`src/rtl/knn_sort_sched.sv`:
```
// Batch scheduler for the 8-in/top-4-out sorter: packs candidates into 8-wide batches
// and recirculates the running best-4 until the query's last candidate, then presents the result.
module knn_sort_sched #(
  parameter int unsigned DATA_W = 11,
  parameter int unsigned IDX_W  = 9
) (
  input  logic                clk,
  input  logic                rst,
  input  logic                cand_valid,
  output logic                cand_ready,
  input  logic [DATA_W-1:0]   cand_dist,
  input  logic [IDX_W-1:0]    cand_idx,
  input  logic                cand_last,
  output logic                srt_valid_in,
  output logic [8*DATA_W-1:0] srt_data_in,
  output logic [8*IDX_W-1:0]  srt_idx_in,
  input  logic                srt_valid_out,
  input  logic [4*DATA_W-1:0] srt_data_out,
  input  logic [4*IDX_W-1:0]  srt_idx_out,
  output logic                res_valid,
  input  logic                res_ready,
  output logic [4*DATA_W-1:0] res_dist,
  output logic [4*IDX_W-1:0]  res_idx,
  output logic [2:0]          res_cnt
);
  localparam int unsigned NSLOT = 8;
  localparam int unsigned NKEEP = 4;
  localparam logic [DATA_W-1:0] PAD_D = '1;
  localparam logic [IDX_W-1:0]  PAD_I = '1;

  typedef enum logic [1:0] {S_FILL, S_ISSUE, S_WAIT, S_OUT} state_e;

  state_e              state_q;
  logic [DATA_W-1:0]   dist_q [NSLOT];
  logic [IDX_W-1:0]    idx_q  [NSLOT];
  logic [3:0]          ptr_q;
  logic                last_q;
  logic [2:0]          cnt_q;
  logic                ready_q;
  logic                srt_vld_q;
  logic                res_vld_q;
  logic [4*DATA_W-1:0] res_dist_q;
  logic [4*IDX_W-1:0]  res_idx_q;
  logic [2:0]          res_cnt_q;

  always_ff @(posedge clk or posedge rst) begin
    if (rst) begin
      state_q    <= S_FILL;
      ptr_q      <= '0;
      last_q     <= 1'b0;
      cnt_q      <= '0;
      ready_q    <= 1'b0;
      srt_vld_q  <= 1'b0;
      res_vld_q  <= 1'b0;
      res_dist_q <= '0;
      res_idx_q  <= '0;
      res_cnt_q  <= '0;
      for (int unsigned s = 0; s < NSLOT; s++) begin
        dist_q[s] <= PAD_D;
        idx_q[s]  <= PAD_I;
      end
    end else begin
      srt_vld_q <= 1'b0;
      case (state_q)
        S_FILL: begin
          ready_q <= 1'b1;
          if (cand_valid && ready_q) begin
            dist_q[ptr_q[2:0]] <= cand_dist;
            idx_q[ptr_q[2:0]]  <= cand_idx;
            ptr_q              <= ptr_q + 4'd1;
            if (cnt_q != 3'(NKEEP)) cnt_q <= cnt_q + 3'd1;
            if (cand_last) last_q <= 1'b1;
            // Batch closes on the query's last candidate or when all 8 slots are used
            if (cand_last || ptr_q == 4'(NSLOT - 1)) begin
              state_q   <= S_ISSUE;
              ready_q   <= 1'b0;
              srt_vld_q <= 1'b1;
            end
          end
        end
        S_ISSUE: state_q <= S_WAIT;
        S_WAIT: begin
          if (srt_valid_out) begin
            for (int unsigned s = 0; s < NKEEP; s++) begin
              dist_q[s] <= srt_data_out[s*DATA_W +: DATA_W];
              idx_q[s]  <= srt_idx_out[s*IDX_W +: IDX_W];
            end
            for (int unsigned s = NKEEP; s < NSLOT; s++) begin
              dist_q[s] <= PAD_D;
              idx_q[s]  <= PAD_I;
            end
            if (last_q) begin
              state_q    <= S_OUT;
              res_vld_q  <= 1'b1;
              res_dist_q <= srt_data_out;
              res_idx_q  <= srt_idx_out;
              res_cnt_q  <= cnt_q;
            end else begin
              state_q <= S_FILL;
              ptr_q   <= 4'(NKEEP);
              ready_q <= 1'b1;
            end
          end
        end
        S_OUT: begin
          if (res_ready) begin
            state_q   <= S_FILL;
            res_vld_q <= 1'b0;
            ready_q   <= 1'b1;
            ptr_q     <= '0;
            last_q    <= 1'b0;
            cnt_q     <= '0;
            for (int unsigned s = 0; s < NSLOT; s++) begin
              dist_q[s] <= PAD_D;
              idx_q[s]  <= PAD_I;
            end
          end
        end
        default: state_q <= S_FILL;
      endcase
    end
  end

  // Sorter inputs come straight from the slot registers
  always_comb begin
    for (int unsigned s = 0; s < NSLOT; s++) begin
      srt_data_in[s*DATA_W +: DATA_W] = dist_q[s];
      srt_idx_in[s*IDX_W +: IDX_W]    = idx_q[s];
    end
  end

  assign cand_ready   = ready_q;
  assign srt_valid_in = srt_vld_q;
  assign res_valid    = res_vld_q;
  assign res_dist     = res_dist_q;
  assign res_idx      = res_idx_q;
  assign res_cnt      = res_cnt_q;

endmodule

```
`config.mk`:
```
export PLATFORM = sky130hd
export DESIGN_NAME = knn_sort_sched
export DESIGN_NICKNAME = d
export VERILOG_FILES = /design/src/rtl/knn_sort_sched.sv
export SDC_FILE = /design/constraint.sdc
export NUM_CORES = 1
export LEC_CHECK = 0
export ABC_AREA = 0
export BUFFER_PORTS_ARGS = -buffer_cell sky130_fd_sc_hd__buf_2
export CAP_MARGIN = 20
export CORE_MARGIN = 8
export CORE_UTILIZATION = 55
export DETAILED_ROUTE_END_ITERATION = 12
export PLACE_DENSITY = 0.93
export SLEW_MARGIN = 15
export SYNTH_ARGS = -nofsm -noshare
export SYNTH_HDL_FRONTEND = slang
export SYNTH_SLANG_ARGS = --single-unit
export TNS_END_PERCENT = 30
```
`constraint.sdc`:
```
create_clock -name clk -period 11.7 [get_ports clk]
set_clock_uncertainty 0.1 [all_clocks]
set_input_delay 0 -clock clk [delete_from_list [all_inputs] [get_ports clk]]
set_output_delay 0 -clock clk [all_outputs]
set_load 0.05 [all_outputs]
```
==> results.sh <==
export IMPL_drt_wl_total_um=39690
export IMPL_netlist_area_um2=10920
export IMPL_drtIter0Drc=853
export IMPL_crit_slowest_cell="buf_4"
export IMPL_fill_cells=1086
export IMPL_slew_violations=0
export IMPL_hold_violations=0
export IMPL_die_h_um=156.9
export IMPL_critPathArrivalTime_ps=3710
export IMPL_required_ps=12010
export IMPL_overflow=0
export IMPL_criticalPathCategory="reg -> reg"
export IMPL_endpoint_kind="register"
export IMPL_grt_pass1_vias=10270
export IMPL_synth_area_leaders="dfstp_2 39%, dfrtp_1 22%, mux2_2 12%"
export IMPL_cts_inserted_buffers=27
export IMPL_finalSetupViolCount=0
export IMPL_track_usage_pct=31.45
export IMPL_path_max_fanout=55
export IMPL_postRouteAntennaNets=0
export IMPL_rows=51
export IMPL_synthArstFlopShare_pct=100.0
export IMPL_area_delta_synth_final_pct=36.31
export IMPL_cts_max_level=1
export IMPL_viasPerCell=5.937
export IMPL_cts_clk_slew_worst_paths_ps=70
export IMPL_place_congestion=0.8554
export IMPL_antenna_found_initial=4
export IMPL_synth_warnings=0
export IMPL_worst_pin_slew_ps=941.0
export IMPL_ctsLongestPathBuffers=3
export IMPL_dr_total_vias=9653
export IMPL_port_buffers=351
export IMPL_grt_first_pass_wirelength_um=59780
export IMPL_synth_edf_count=0
export IMPL_syn_nets=1016
export IMPL_synth_cells=907
export IMPL_period_minus_slack_ps=3408
export IMPL_ioPinCount=352
export IMPL_max_slew_margin_rel_pct=37.27
export IMPL_final_period_utilization_pct=29.13
export IMPL_die_w_um=156.9
export IMPL_initial_core_util_pct=56.10
export IMPL_hold_path_class="in -> async"
export IMPL_die_area_um2=24620
export IMPL_synth_largest_area_cell="dfstp_2"
export IMPL_drc=0
export IMPL_startpoint_type="register"
export IMPL_max_stage_delay_ps=670
export IMPL_seq_area_um2=6608
export IMPL_synthDistinctLibCells=37
export IMPL_max_cap_violations=0
export IMPL_rsz0062_at_grt="no"
export IMPL_synth_top_area_share_pct=38.51
export IMPL_synth_seq_cells=256
export IMPL_finalNetCount=1444
export IMPL_drive_above_1_share_pct=51.62
export IMPL_synth_yosys_seq_area_share_pct=60.51
export IMPL_syn_avg_cell_area_um2=12.04
export IMPL_status="finished, final reports clean"
export IMPL_core_um2=19460
export IMPL_setup_tns_final_ps=0
export IMPL_cts_setup_buffers=0
export IMPL_wl_per_cell_um=24.41
export IMPL_cts_sinks=256
export IMPL_clk_latency_ps=530
export IMPL_rrSetupSlack_ps=8290
export IMPL_yosys_most_used_dff="dfstp_2"
export IMPL_grt_max_degree=108
export IMPL_first_pass_iters=5
export IMPL_fmax_mhz=293.4
export IMPL_multi_input_area_um2=3901
export IMPL_cts_tree="built"
export IMPL_cts_root_buffer="clkbuf_16"
export IMPL_place_hpwl_um=24280
export IMPL_crit_chain="inv_2 -> nor2_1 -> nand3_4 -> buf_4 -> o211ai_1 -> dlygate4sd3_1"
==> routing by layer <==
layer | part of all wire [%] | global-route usage [%] | up-vias
li1 | - | - | 4051
met4 | 7.0 | 20.32 | 0
met3 | 8.9 | 6.526 | 181
met1 | 35 | 36.55 | 4745
met5 | 0 | 0 | -
met2 | 49 | 52.40 | 676
==> cells in the final DEF (no fill, tap or decap), drive strengths merged, types with 20 or more instances in the layout <==
| cell | netlist | routed |
|---|---|---|
| a21oi | 52 | 52 |
| buf | 40 | 361 |
| clkbuf | 28 | 40 |
| dfrtp | 96 | 96 |
| dfstp | 160 | 160 |
| dlygate4sd3 | 0 | 106 |
| inv | 38 | 41 |
| mux2 | 133 | 133 |
| mux2i | 34 | 34 |
| nand2 | 20 | 20 |
| nor2 | 162 | 162 |
| o22a | 32 | 32 |
| o22ai | 80 | 80 |
==> logic make-up (layout without fill, tap and decap cells) <==
logic type | Yosys count | in the layout | synth area share [%]
other | 0 | 5 | 0
AO/OA/AOI/OAI | 179 | 179 | 10.74
buffers and inverters | 106 | 555 | 4.148
multiplexers | 167 | 167 | 16.83
adder cells (fa/ha/maj) | 3 | 3 | 0.3438
AND/OR/NAND/NOR | 196 | 196 | 7.426
flip-flops | 256 | 256 | 60.51
==> worst max-delay path, delay by kind of cell (launching register included) <==
kind                   cells  cell delay, ps
buffers and inverters      3            1920
AOI/OAI and AO/OA          1             170
and+or+nand+nor            2             660
DFF                        1             410
==> layout make-up <==
cell class	instances	area share, %
inverters	38	1.009
clock inverters	10	0.9332
repair buffers	467	19.44
clock buffers	40	5.692
flip-flops and latches	256	44.40
multi-input cells	545	26.21
diodes	5	0.08408
well taps	265	2.228
==> per-stage QoR <==
stage	hold slack, ps	cells	setup WS (ps)	util [%]	instance area, µm²
floorplan	24.32	907	4823	-	10920
global placement	76.08	1465	8770	65.88	12820
detailed placement	94.36	1465	8729	65.88	12820
CTS	78.32	1621	8362	76.40	14870
global route	135.7	1625	8094	76.45	14880
finish	52.49	1626	8292	76.46	14880
==> repair_timing <==
item                                   4_1_cts  5_1_grt
resized for setup                            0        0
hold buffers                               106        0
endpoints found under the hold margin      355        0
==> Yosys cell counts (all sizes together) (20+ instances only) <==
cell and n:
nor2 162, dfstp 160, mux2 133, dfrtp 96, o22ai 80, a21oi 52
buf 40, inv 38, mux2i 34, o22a 32, clkbuf 28, nand2 20
==> final timing paths <==
| kind | start | end | depth (start not counted) |
|---|---|---|---|
| max reg2reg | state_q[1]$_DFFE_PP0P_ | state_q[0]$_DFFE_PP0P_ | 6 |
| max in group asynchronous | rst | res_dist[5]$_DFFE_PP0P_ | 4 |
| min | rst | res_idx[0]$_DFFE_PP0P_ | 3 |
| max | state_q[1]$_DFFE_PP0P_ | state_q[0]$_DFFE_PP0P_ | 6 |
| min reg2reg | register | register | 2 |
| min in group clk | srt_data_out[24] | res_dist[24]$_DFFE_PP0P_ | 3 |
Power is not shown: default switching activity piles up to over one toggle a cycle in this logic, so the estimate is an artifact.
